## src/rtl/uart_puf_pkg.sv

```systemverilog
// rtl/uart_puf_pkg.sv - shared types and constants for the UART packet arbiter
package uart_puf_pkg;

    typedef enum logic [1:0] {
        ST_IDLE = 2'd0,
        ST_HDR  = 2'd1,
        ST_DATA = 2'd2
    } state_e;

    localparam logic [3:0] HDR_NIBBLE = 4'hA;
    localparam int         WD_WIDTH   = 16;

    // Header byte announcing which requester owns the following packet
    function automatic logic [7:0] hdr_byte(input logic [3:0] id);
        return {HDR_NIBBLE, id};
    endfunction

endpackage

```

## src/rtl/rr_priority_picker.sv

```systemverilog
// rtl/rr_priority_picker.sv - wrap-around first-set search starting at a pointer
module rr_priority_picker #(
    parameter  int NUM_REQ = 4,
    localparam int IDX_W   = $clog2(NUM_REQ)
) (
    input  logic [NUM_REQ-1:0] req_i,
    input  logic [IDX_W-1:0]   start_i,
    output logic [IDX_W-1:0]   winner_o,
    output logic               any_o
);

    logic [IDX_W:0] idx;

    // Walk indices start, start+1, ... modulo NUM_REQ; first requester seen wins
    always_comb begin
        winner_o = '0;
        any_o    = 1'b0;
        idx      = '0;
        for (int k = 0; k < NUM_REQ; k++) begin
            idx = {1'b0, start_i} + (IDX_W+1)'(k);
            if (idx >= (IDX_W+1)'(NUM_REQ)) begin
                idx = idx - (IDX_W+1)'(NUM_REQ);
            end
            if (!any_o && req_i[idx[IDX_W-1:0]]) begin
                winner_o = idx[IDX_W-1:0];
                any_o    = 1'b1;
            end
        end
    end

endmodule

```

## src/rtl/uart_tx_arbiter.sv

```systemverilog
// rtl/uart_tx_arbiter.sv - round-robin packet arbiter feeding one UART byte stream
module uart_tx_arbiter
    import uart_puf_pkg::*;
#(
    parameter  int NUM_REQ     = 4,
    parameter  int TIMEOUT_CYC = 1000,
    localparam int IDX_W       = $clog2(NUM_REQ)
) (
    input  logic                 clk_100mhz,
    input  logic                 reset,
    input  logic [NUM_REQ-1:0]   req_valid,
    input  logic [8*NUM_REQ-1:0] req_data,
    input  logic [NUM_REQ-1:0]   req_last,
    output logic [NUM_REQ-1:0]   req_ready,
    output logic                 tx_valid,
    output logic [7:0]           tx_data,
    input  logic                 tx_ready,
    output logic [IDX_W-1:0]     grant_id,
    output logic                 busy,
    output logic                 timeout_err,
    output logic [IDX_W-1:0]     err_id
);

    state_e                state_q, state_d;
    logic                  tx_valid_q, tx_valid_d;
    logic [7:0]            tx_data_q, tx_data_d;
    logic [IDX_W-1:0]      grant_q, grant_d;
    logic [IDX_W-1:0]      rr_ptr_q, rr_ptr_d;
    logic [WD_WIDTH-1:0]   wd_q, wd_d;
    logic                  timeout_err_q, timeout_err_d;
    logic [IDX_W-1:0]      err_id_q, err_id_d;

    logic                  out_free;
    logic                  load;
    logic [7:0]            load_byte;
    logic                  g_valid;
    logic                  g_last;
    logic [7:0]            g_data;
    logic [IDX_W-1:0]      next_ptr;
    logic [WD_WIDTH-1:0]   wd_inc;
    logic [IDX_W-1:0]      pick_idx;
    logic                  pick_any;

    rr_priority_picker #(.NUM_REQ(NUM_REQ)) u_picker (
        .req_i    (req_valid),
        .start_i  (rr_ptr_q),
        .winner_o (pick_idx),
        .any_o    (pick_any)
    );

    assign out_free = !tx_valid_q || tx_ready;
    assign g_valid  = req_valid[grant_q];
    assign g_last   = req_last[grant_q];
    assign g_data   = req_data[{grant_q, 3'b000} +: 8];
    assign next_ptr = (grant_q == IDX_W'(NUM_REQ-1)) ? '0 : grant_q + 1'b1;
    assign wd_inc   = wd_q + 1'b1;

    // Packet sequencing, watchdog and the load request into the output register
    always_comb begin
        state_d       = state_q;
        grant_d       = grant_q;
        rr_ptr_d      = rr_ptr_q;
        wd_d          = wd_q;
        timeout_err_d = 1'b0;
        err_id_d      = err_id_q;
        req_ready     = '0;
        load          = 1'b0;
        load_byte     = 8'h00;
        unique case (state_q)
            ST_IDLE: begin
                if (pick_any) begin
                    grant_d = pick_idx;
                    state_d = ST_HDR;
                end
            end
            ST_HDR: begin
                if (out_free) begin
                    load      = 1'b1;
                    load_byte = hdr_byte(4'(grant_q));
                    state_d   = ST_DATA;
                end
            end
            ST_DATA: begin
                req_ready[grant_q] = out_free;
                if (g_valid && out_free) begin
                    load      = 1'b1;
                    load_byte = g_data;
                    wd_d      = '0;
                    if (g_last) begin
                        state_d  = ST_IDLE;
                        rr_ptr_d = next_ptr;
                    end
                end else if (!g_valid) begin
                    // Stall counting only while the owner has nothing to offer
                    if (wd_inc == WD_WIDTH'(TIMEOUT_CYC)) begin
                        state_d       = ST_IDLE;
                        timeout_err_d = 1'b1;
                        err_id_d      = grant_q;
                        rr_ptr_d      = next_ptr;
                        wd_d          = '0;
                    end else begin
                        wd_d = wd_inc;
                    end
                end
            end
            default: state_d = ST_IDLE;
        endcase
    end

    // Output register: a load wins over a drain so back-to-back bytes keep tx_valid high
    always_comb begin
        tx_valid_d = tx_valid_q;
        tx_data_d  = tx_data_q;
        if (load) begin
            tx_valid_d = 1'b1;
            tx_data_d  = load_byte;
        end else if (tx_valid_q && tx_ready) begin
            tx_valid_d = 1'b0;
        end
    end

    // State registers with synchronous reset dropping any in-flight byte
    always_ff @(posedge clk_100mhz) begin
        if (reset) begin
            state_q       <= ST_IDLE;
            tx_valid_q    <= 1'b0;
            tx_data_q     <= 8'h00;
            grant_q       <= '0;
            rr_ptr_q      <= '0;
            wd_q          <= '0;
            timeout_err_q <= 1'b0;
            err_id_q      <= '0;
        end else begin
            state_q       <= state_d;
            tx_valid_q    <= tx_valid_d;
            tx_data_q     <= tx_data_d;
            grant_q       <= grant_d;
            rr_ptr_q      <= rr_ptr_d;
            wd_q          <= wd_d;
            timeout_err_q <= timeout_err_d;
            err_id_q      <= err_id_d;
        end
    end

    assign tx_valid    = tx_valid_q;
    assign tx_data     = tx_data_q;
    assign grant_id    = grant_q;
    assign busy        = (state_q != ST_IDLE);
    assign timeout_err = timeout_err_q;
    assign err_id      = err_id_q;

endmodule

```

## config.mk

```make
export PLATFORM = sky130hd
export DESIGN_NAME = uart_tx_arbiter
export DESIGN_NICKNAME = d
export VERILOG_FILES = /design/src/rtl/uart_puf_pkg.sv /design/src/rtl/rr_priority_picker.sv /design/src/rtl/uart_tx_arbiter.sv
export SDC_FILE = /design/constraint.sdc
export NUM_CORES = 1
export LEC_CHECK = 0
export CELL_PAD_IN_SITES_DETAIL_PLACEMENT = 2
export CELL_PAD_IN_SITES_GLOBAL_PLACEMENT = 2
export CORE_MARGIN = 3
export CORE_UTILIZATION = 28
export DETAILED_ROUTE_END_ITERATION = 10
export PLACE_DENSITY = 0.87
export SYNTH_ARGS = -nofsm -noshare
export SYNTH_HDL_FRONTEND = slang
export SYNTH_HIERARCHICAL = 1
export SYNTH_SLANG_ARGS = --single-unit
```

## constraint.sdc

```tcl
create_clock -name clk_100mhz -period 2.83 [get_ports clk_100mhz]
set_input_delay 0.566 -clock clk_100mhz [delete_from_list [all_inputs] [get_ports clk_100mhz]]
set_output_delay 0.566 -clock clk_100mhz [all_outputs]
set_load 0.05 [all_outputs]
```

==> results.sh <==
export IMPL_clk_path_buf_depth=2
export IMPL_drive_above_1_share_pct=17.3
export IMPL_slew_violations=0
export IMPL_synth_edff_count=0
export IMPL_max_slew_margin_rel_pct=62.7
export IMPL_ys_ff_latch=34
export IMPL_ant_nets=0
export IMPL_synthCells=261
export IMPL_leakage_nw=1.21
export IMPL_core_area_um2=7490
export IMPL_final_core_util_pct=43.4
export IMPL_grt_pass1_vias=2713
export IMPL_hp_class="register to register"
export IMPL_n_antenna_cell=0
export IMPL_layout_min_cycle_time_ns=2.72
export IMPL_outcome="finished clean"
export IMPL_setup_viol=0
export IMPL_dr_first_iter_drc_count=43
export IMPL_ys_types=53
export IMPL_grt_pass1_wl_um=14000
export IMPL_r2r_end="err_id[1]"
export IMPL_dp_hpwl_um=6830
export IMPL_yosys_warnings=6
export IMPL_clock_sinks=34
export IMPL_max_cap_viol_count=0
export IMPL_worst_path_max_delay_cell="or4_1"
export IMPL_die_h_um=95.2
export IMPL_place_inst=432
export IMPL_wirelength_um=8600
export IMPL_crit_fanout=7
export IMPL_fin_crit_sh_pct=96.2
export IMPL_critPathRequiredTime_ns=3.01
export IMPL_io_pins=62
export IMPL_slowest_delay_ns=0.49
export IMPL_async_flop_share_pct=0
export IMPL_syn_avg_cell_area_um2=8.54
export IMPL_tightest_slew_ns=0.558
export IMPL_post_drt_wl_per_cell_um=19.6
export IMPL_skew_ns=0.0122
export IMPL_crit_path_start_kind="register"
export IMPL_grt_max_degree=18
export IMPL_die_area_um2=9070
export IMPL_numCtsBuffers=5
export IMPL_p_per_area_nw_per_um2=571
export IMPL_hold_violations=0
export IMPL_cp_arrival_ns=2.90
export IMPL_timing_rr_start="wd_q[10]"
export IMPL_instances_no_fill=440
export IMPL_ys_seq_area_share_pct=30.5
export IMPL_initial_core_util_pct=29.8
export IMPL_dominantRegCellSynth="dfxtp_1"
export IMPL_path_class="register to register"
export IMPL_cts_clk_slew_worst_paths_ns=0.08
export IMPL_hold_ws_ns=0.507
export IMPL_postCtsHoldBufs=0
export IMPL_grt_ovfl_total=0
export IMPL_nNetsFinal=392
export IMPL_cts_root_buf="clkbuf_8"
export IMPL_worstPathCellList="nand4_1 -> nor4_1 -> xor2_1 -> or4_1 -> buf_4 -> nor3_4 -> mux2i_1 -> nor2_1"
export IMPL_fmax_mhz=367
export IMPL_rows=31
export IMPL_area_growth_pct=45.7
export IMPL_htreeDepth=2
export IMPL_antenna_found_initial=0
export IMPL_reg2reg_depth=8
export IMPL_dr_pass1_iters=4
export IMPL_syn_nets=313
export IMPL_io_buffers=61
export IMPL_drc_errors=0
export IMPL_vias_per_cell=5.22
export IMPL_vdd_drop_max_v=0.000381
export IMPL_hold_path_end="tx_data[4]"
export IMPL_worstSkewPairLatency_ns=0.30
export IMPL_end_kind="register"
export IMPL_finalSetupTns_ns=0
export IMPL_fp_dieW_um=95.2
export IMPL_rrSetupSlack_ns=0.11
export IMPL_synth_area_um2=2230
export IMPL_hold_depth=2
export IMPL_gp_congestion=0.897
export IMPL_worstHoldStart="tx_data[4]"
export IMPL_cts_tree="built"
export IMPL_grtUsageTotal_pct=20.3
export IMPL_num_vias=2297
## worst max-delay path: cells and delay by family (launching register included)
family                    cells  cell delay [ns]
DFF                           1             0.42
and+or+nand+nor               5             1.51
buffers and inverters         1             0.20
xor gates and xnor gates      1             0.18
muxes                         1             0.27
## layout make-up
type | count | area [um2]
Multi-Input combinational cell | 196 | 1450
Clock buffer | 7 | 86.3
Sequential cell | 34 | 681
Inverter | 16 | 60.1
Timing Repair Buffer | 87 | 846
Tap cell | 99 | 124
Fill cell | 819 | 4240
Clock inverter | 1 | 5.00
## cells in the mapped netlist, drive strengths merged (2+ instances only)
library cell	n	area (um2)
or4	2	15.0
nand2	19	71.3
nand3	12	65.1
a221o	3	30.0
or3	4	25.0
inv	16	60.1
xnor2	2	17.5
nand2b	3	18.8
nor2	32	120
dfxtp	34	681
a22oi	2	15.0
nor3	6	40.0
clkbuf	8	30.0
nor4	3	18.8
buf	7	40.0
ha	9	113
a21oi	19	95.1
mux2i	5	50.1
nand4	4	25.0
o22ai	4	31.3
and3	7	43.8
and2	4	25.0
a22o	2	17.5
mux4	10	225
xor2	6	52.6
or2	2	12.5
nor2b	2	12.5
a32oi	4	35.0
o211ai	2	20.0
o21ai	12	63.8
a21o	4	30.0
## stage by stage
step / area, um2 / worst slack, ns / power (mW)
floorplan: 2230 / 0.151 / 1.10
CTS: 3220 / 0.0229 / 1.87
global route: 3250 / -0.000462 / 1.96
detailed placement: 3130 / 0.0206 / 1.46
finish: 3250 / 0.108 / 1.85
global placement: 3130 / 0.162 / 1.42
## layer usage
| layer | global-route usage, % | up-vias | part of all wire, % |
|---|---|---|---|
| met1 | 22.2 | 1136 | 38 |
| met4 | 4.33 | 0 | 0.87 |
| met5 | 0 | - | 0 |
| met3 | 5.52 | 8 | 4.9 |
| met2 | 38.7 | 55 | 56 |
| li1 | - | 1098 | - |
## worst max-delay path by stage
stage | depth (start not counted) | slack [ns] | to | start
after detailed placement | 6 | 0.02 | err_id[1] | req_valid[1]
after CTS | 9 | 0.02 | err_id[1] | wd_q[1]
after global routing | 9 | -0.0005 | err_id[1] | wd_q[0]
final | 8 | 0.11 | err_id[1] | wd_q[10]
after floorplan | 8 | 0.15 | tx_data[5] | grant_id[0]
after global placement | 8 | 0.16 | wd_q[14] | req_valid[3]
## report_power, final
part           switching, mW  internal (mW)  total (mW)
Combinational          0.531          0.370       0.901
Clock                  0.194          0.197       0.391
Sequential            0.0364          0.526       0.562
## cells in the final DEF, fill, tap and decap left out, drive strengths merged, types with 6 or more instances in the layout
cell type      netlist  layout
clkdlybuf4s50        0      57
dfxtp               34      34
nor2                32      32
buf                  7      30
a21oi               19      19
nand2               19      19
inv                 16      16
nand3               12      12
o21ai               12      12
mux4                10      10
ha                   9       9
and3                 7       7
clkbuf               8       7
xor2                 6       6
nor3                 6       6
## cells by family after synthesis
group / count (synthesis) / share of synthesized area (%)
AO/OA/AOI/OAI: 58 / 18.7
XOR/XNOR: 8 / 3.14
adder cells (fa/ha/maj): 9 / 5.05
buffers and inverters: 31 / 5.84
flip-flops: 34 / 30.5
multiplexers: 15 / 12.3
AND/OR/NAND/NOR: 106 / 24.4
## state kept, by name (all words and copies together), names as in the netlist
signal and count:
err_id 2, wd_q 16, state_q 2, rr_ptr_q 2, grant_id 2, tx_valid 1, tx_data 8, timeout_err 1
## timing repair
action,4_1_cts,5_1_grt
gates resized for setup,0,5
setup buffers,0,0
endpoints found under the setup margin,0,9
endpoints found under the hold margin,0,0
Note: power is estimated with default switching activity, not from simulation.
